File: src/rtl/cpu_pkg.sv
// Shared CPU datapath widths and register-file address/data types.
package cpu_pkg;

    localparam int unsigned DATA_W = 16;
    localparam int unsigned ADDR_W = 3;

    typedef logic [ADDR_W-1:0] reg_addr_t;
    typedef logic [DATA_W-1:0] reg_data_t;

endpackage

File: src/rtl/reg_file_cell.sv
// Single register of the file: asynchronous active-high clear plus load enable.
module reg_file_cell
    import cpu_pkg::*;
#(
    parameter int unsigned DATA_W = cpu_pkg::DATA_W
) (
    input  logic              clk,
    input  logic              clr_i,
    input  logic              load_i,
    input  logic [DATA_W-1:0] d_i,
    output logic [DATA_W-1:0] q_o
);

    logic [DATA_W-1:0] data_q;
    logic [DATA_W-1:0] data_d;

    always_comb begin
        data_d = data_q;
        if (load_i) begin
            data_d = d_i;
        end
    end

    always_ff @(posedge clk or posedge clr_i) begin
        if (clr_i) begin
            data_q <= '0;
        end else begin
            data_q <= data_d;
        end
    end

    assign q_o = data_q;

endmodule

File: src/rtl/reg_file.sv
// 8x16 register file: one synchronous write port, two combinational read ports.
// rst_n is active-high despite its name; writes are blocked while it is asserted.
module reg_file
    import cpu_pkg::*;
#(
    parameter int unsigned DATA_W = cpu_pkg::DATA_W,
    parameter int unsigned ADDR_W = cpu_pkg::ADDR_W
) (
    input  logic              clk,
    input  logic              rst_n,
    input  logic [ADDR_W-1:0] in,
    input  logic              enable,
    input  logic [ADDR_W-1:0] sel_A,
    input  logic [ADDR_W-1:0] sel_B,
    input  logic [DATA_W-1:0] d,
    output logic [DATA_W-1:0] out_A,
    output logic [DATA_W-1:0] out_B
);

    localparam int unsigned NUM_REGS = 2 ** ADDR_W;

    logic [NUM_REGS-1:0] we;
    logic [DATA_W-1:0]   regs [NUM_REGS];

    always_comb begin
        we = '0;
        if (enable) begin
            we[in] = 1'b1;
        end
    end

    for (genvar g = 0; g < NUM_REGS; g++) begin : g_cell
        reg_file_cell #(
            .DATA_W (DATA_W)
        ) u_cell (
            .clk    (clk),
            .clr_i  (rst_n),
            .load_i (we[g]),
            .d_i    (d),
            .q_o    (regs[g])
        );
    end

    // No write-through bypass: reads always reflect the stored value.
    always_comb begin
        out_A = regs[sel_A];
        out_B = regs[sel_B];
    end

endmodule

File: config.mk
export PLATFORM = sky130hd
export DESIGN_NAME = reg_file
export DESIGN_NICKNAME = d
export VERILOG_FILES = /design/src/rtl/cpu_pkg.sv /design/src/rtl/reg_file_cell.sv /design/src/rtl/reg_file.sv
export SDC_FILE = /design/constraint.sdc
export NUM_CORES = 1
export LEC_CHECK = 0
export BUFFER_PORTS_ARGS = -buffer_cell sky130_fd_sc_hd__buf_4
export CAP_MARGIN = 10
export CORE_MARGIN = 10
export CORE_UTILIZATION = 45
export CTS_CLUSTER_SIZE = 25
export DETAILED_ROUTE_END_ITERATION = 12
export GPL_ROUTABILITY_DRIVEN = 0
export MAX_ROUTING_LAYER = met4
export PLACE_DENSITY_LB_ADDON = 0.25
export SYNTH_ARGS = -nofsm -noshare
export SYNTH_HDL_FRONTEND = slang
export SYNTH_SLANG_ARGS = --single-unit
File: constraint.sdc
create_clock -name clk -period 4 [get_ports clk]
set_clock_uncertainty 0.1 [all_clocks]
set_input_delay 0.6 -clock clk [delete_from_list [all_inputs] [get_ports clk]]
set_output_delay 0.6 -clock clk [all_outputs]
set_load 0.01 [all_outputs]
# Word-level counts from Yosys, hierarchy flattened
# Cells that the tools add are included.
# classes
n_addsub,0
n_mul,0
div,0
order_cmp,4
n_eq_ne,0
n_shift,0
mux,9
bitwise_logic,2
n_reduce_logical,1
# ops
operator,count
binary-select mux 16 bit (select 3 bit),2
2-to-1 mux 16 bit,4
"greater-or-equal comparator 4 bit, second input constant",2
2-to-1 mux 8 bit,1
inverter 3 -> 4 bit,2
"less-than comparator 3 x 4 -> 1 bit, second input constant",1
demux 1 bit (select 3 bit),1
"greater-or-equal comparator 3 x 1 -> 1 bit, second input constant",1
logical AND 1 bit,1
2-to-1 mux 1 bit,1
# word_totals
reg_bits,128
latch_bits,0
ram_bits,0
rom_bits,0
out_inout_bits,32
elab_cells,24
memories,0

# Longest topological paths before layout
# logic_depth
ltp_word,5
ltp_mapped,5

# Modules after synthesis
# A second synthesis with hierarchy kept.
# hier_totals
cells_unflattened,407
hier_area_um2,7425.9
# by_module_without_submodules
module,instances,cells_per_inst,area_each_um2
reg_file_cell,8,35,653.1
reg_file,1,127,2200.9

# Least setup slack after synthesis
# Ideal clock, no wire load.
# synth_timing
kind,input -> output
startpoint,input port sel_B[0]
endpoint,output port out_B[11]
arrival_ps,1660
path_slack_ps,1640
stages,4
path_cell_list,buf_6 > buf_6 > mux4_1 > mux2_2
# synth_between
elab_chain_cells,4
# synth_lines
element,line,source
from (decl),reg_file.sv:14,"input logic [ADDR_W-1:0] sel_B,"
inverter 3 -> 4 bit (not written as such),reg_file.sv:47,out_B = regs[sel_B];
binary-select mux 16 bit (select 3 bit),reg_file.sv:47,
2-to-1 mux 16 bit (not written as such) (2 in a row),reg_file.sv:47,
to (decl),reg_file.sv:17,output logic [DATA_W-1:0] out_B
# Every way passes these cells. The select of a mux whose other input is x is not followed.

# Worst setup path after layout
# layout_timing
startpoint,input port sel_A[0]
endpoint,output port out_A[5]
# layout_between
elab_chain_cells,4
# layout_lines
element,line,source
from (decl),reg_file.sv:13,"input logic [ADDR_W-1:0] sel_A,"
inverter 3 -> 4 bit (not written as such),reg_file.sv:46,out_A = regs[sel_A];
binary-select mux 16 bit (select 3 bit),reg_file.sv:46,
2-to-1 mux 16 bit (not written as such) (2 in a row),reg_file.sv:46,
to (decl),reg_file.sv:16,"output logic [DATA_W-1:0] out_A,"
# Every way passes these cells. The select of a mux whose other input is x is not followed.

==> summary.md <==
| Metric | Value |
|---|---|
| Final Max Tran Viols | 0 |
| Register clock-pin slew on the reported worst setup and hold paths | 0.05 ns |
| XOR/XNOR share of the synthesized area | 0 |
| Crit path kind | input port to primary output |
| Post-synthesis sequential area ratio | 0.4547 |
| Max-cap viol count | 0 |
| Clock latency at the later pin of the worst-skew pair | just over 0.4 ns |
| Status | finished clean |
| Critical Path RT | roughly 3.3 ns |
| Multiplexer area fraction after synthesis | 0.4849 |
| Worst setup SP type | input port |
| Filler cell count | 1265 |
| # placed instances | about 640 |
| Horiz. Die Dim | 145.1 um |
| Largest register FFs | roughly 130 |
| Die span in y | 145.1 um |
| Hold Fails Final Rpt | 0 |
| Initial DRT Pass Iterations | 4 |
| Period utilization | 0.7190 |
| Routed WL | 15.62 mm |
| Vias in the first global route | 4269 |
| Pin count of the biggest net entering global routing | between 80 and 90 |
| Global-route wire length before repair | 25.06 mm |
| Critical Path AT | 2.18 ns |
| Post-synth EDFFs | 0 |
| Vias | slightly below 4000 |
| Worst-margin pin slew | roughly 0.94 ns |
| Initial Util | 0.4617 |
| Most frequent cell after synthesis | mux2_2 |
| Async SR Flop Fraction | 1.000 |
| Core Region | about 15000 um2 |
| Root Driver | clkbuf_16 |
| Antenna violations before repair | 0 |
| RSZ-0062 raised after global routing | false |
| Post-CTS Hold Fix Bufs | 0 |
| DRT met1 WL | 7.308 mm |
| Worst vdd ir | between 0.2 and 0.3 mV |
| IO buf count | 59 |
| Antenna-violating nets left | 0 |
| Min Tclk post-route | ~2.9 ns |
| # resized after CTS | 0 |
| Clock Path Buffers | 2 |
| Final net count | 472 |
| Worst slew margin | 0.3707 |
| Drt initial violations | ~180 |
| P per Cell Area | between 500 and 600 nW/um2 |
| Top_reg_cell synth | dfrtp_1 |
| Antenna cells | 0 |
| Post-synthesis net count | around 420 |
| Static leakage | around 0.0035 uW |
| Overall Global Routing Usage | 0.1569 |
| Layout Cells excl Fill | ~660 |
| DR vias/cell | roughly 5.8 |
| Post-synthesis cell type count | 16 |
| Yosys reg bits | around 130 |
| Adder-cell area share of the yosys netlist | 0 |
| Synth Area in Simple Gates | 0.01581 |
| Synth Area per Inst | ~18 um2 |
| Commonest cells in the netlist | mux2_2 (150), dfrtp_1 (128), mux4_1 (46), mux4_2 (18), buf_2 (11) |
| Top Layer Used | met4 |
| FP Rows | 45 |
| Ys Warns | 0 |
| HP Class | input port to asynchronous set/reset pin |
| DP Wirelength | 9.400 mm |
| CP max FO | 32 |
| Top post-synthesis cells by area | dfrtp_1 (45%), mux2_2 (24%), mux4_1 (17%) |
| Syn Std Cell Area | around 7000 um2 |
| DR WL/cell | 23.52 um |
| Largest family of logic cells by synthesized area | multiplexers |
| Total Power | ~4100 uW |
| Worst Setup End Kind | primary output |
| DR WL met2 | about 7.6 mm |
| Final setup vio count | 0 |
| H-tree depth | 4 |
| Post-synth top area share | 0.4547 |
| Met3 Wirelength | 543 um |
| Setup TNS | 0 ns |
| I/O pin count | 60 |
| GRT overflow | 0 |
| Die area | around 21000 um2 |
| Compound-Gate Fraction of Synth Area | 0 |
| Peak Freq | 347.7 MHz |
| Sink Count | between 100 and 150 |
| Final routed DRC violation total | 0 |
| CTS Buf Count | 17 |
| Cells after synthesis | ~400 |
| Post-CTS setup buffers | 0 |
| Share of layout cells above drive strength 1 | 0.5784 |
| Leading area contributor after synthesis | dfrtp_1 |
| Layout area overhead | 14.10% |
| CTS tree | yes |
==> cells in the final DEF (no fill, tap or decap) <==
cell type	netlist	layout
buf_12	4	1
buf_4	6	63
clkbuf_1	0	7
clkbuf_16	0	17
clkbuf_8	0	3
clkinv_2	0	1
clkinvlp_4	0	1
dfrtp_1	128	128
mux2_1	10	10
mux2_2	150	150
mux4_1	46	46
mux4_2	18	18
nand4_2	1	1
nand4b_2	3	3
nor4b_4	1	1
nor4bb_4	0	3
==> power by group <==
| group | switching [uW] | internal (uW) |
|---|---|---|
| Sequential | 189 | 1590 |
| Combinational | 357 | 666 |
| Clock | 495 | 824 |
==> logic make-up after synthesis <==
group         count (synthesis)
buf+inv                      36
mux                         224
simple gates                  8
flops                       128
==> path summary, 6_finish.rpt <==
| path | start | to | slack (ns) | cells after the start |
|---|---|---|---|---|
| max | sel_A[0] | out_A[5] | 1.12 | 4 |
| min | rst_n | g_cell[6].u_cell.q_o[6]$_DFFE_PP0P_ | 0.29 | 2 |
| max reg2reg | g_cell[0].u_cell.q_o[6]$_DFFE_PP0P_ | g_cell[0].u_cell.q_o[6]$_DFFE_PP0P_ | 3.10 | 1 |
| min reg2reg | g_cell[0].u_cell.q_o[15]$_DFFE_PP0P_ | g_cell[0].u_cell.q_o[15]$_DFFE_PP0P_ | 0.40 | 1 |
| max in group asynchronous | rst_n | g_cell[4].u_cell.q_o[15]$_DFFE_PP0P_ | 2.58 | 3 |
| min in group clk | d[3] | g_cell[0].u_cell.q_o[3]$_DFFE_PP0P_ | 0.37 | 2 |
==> critical path: stages <==
cell and delay, ns:
buf_4 0.46, mux4_1 0.65, mux2_2 0.30, buf_4 0.15
==> layer usage <==
metal	GRT usage	vias up
met5	-	-
met4	0.04853	0
met3	0.03167	14
met2	0.2436	81
met1	0.2038	2082
li1	-	1704
==> final cells by class <==
| type | instances | area (um2) | area share |
|---|---|---|---|
| well taps | 211 | 264.0 | 0.03285 |
| flip-flops and latches | 128 | 3203 | 0.3985 |
| inverters | 1 | 7.507 | 0.0009340 |
| repair buffers | 64 | 493.0 | 0.06133 |
| multi-input cells | 232 | 3572 | 0.4444 |
| clock inverters | 1 | 5.005 | 0.0006227 |
| clock buffers | 27 | 493.0 | 0.06133 |
==> stage by stage <==
step | cell area [um2] | hold WS (ns) | utilization | worst slack, ns
final | 8038 | 0.2879 | 0.5268 | 1.124
after global routing | 8038 | 0.3637 | 0.5268 | 1.065
after CTS | 8038 | 0.3127 | 0.5268 | 1.107
after detailed placement | 7540 | 0.3949 | 0.4941 | 1.109
after global placement | 7540 | 0.3776 | 0.4941 | 1.137
after floorplan | 7048 | 0.3653 | - | 1.640
(Power assumes the default switching activity.)
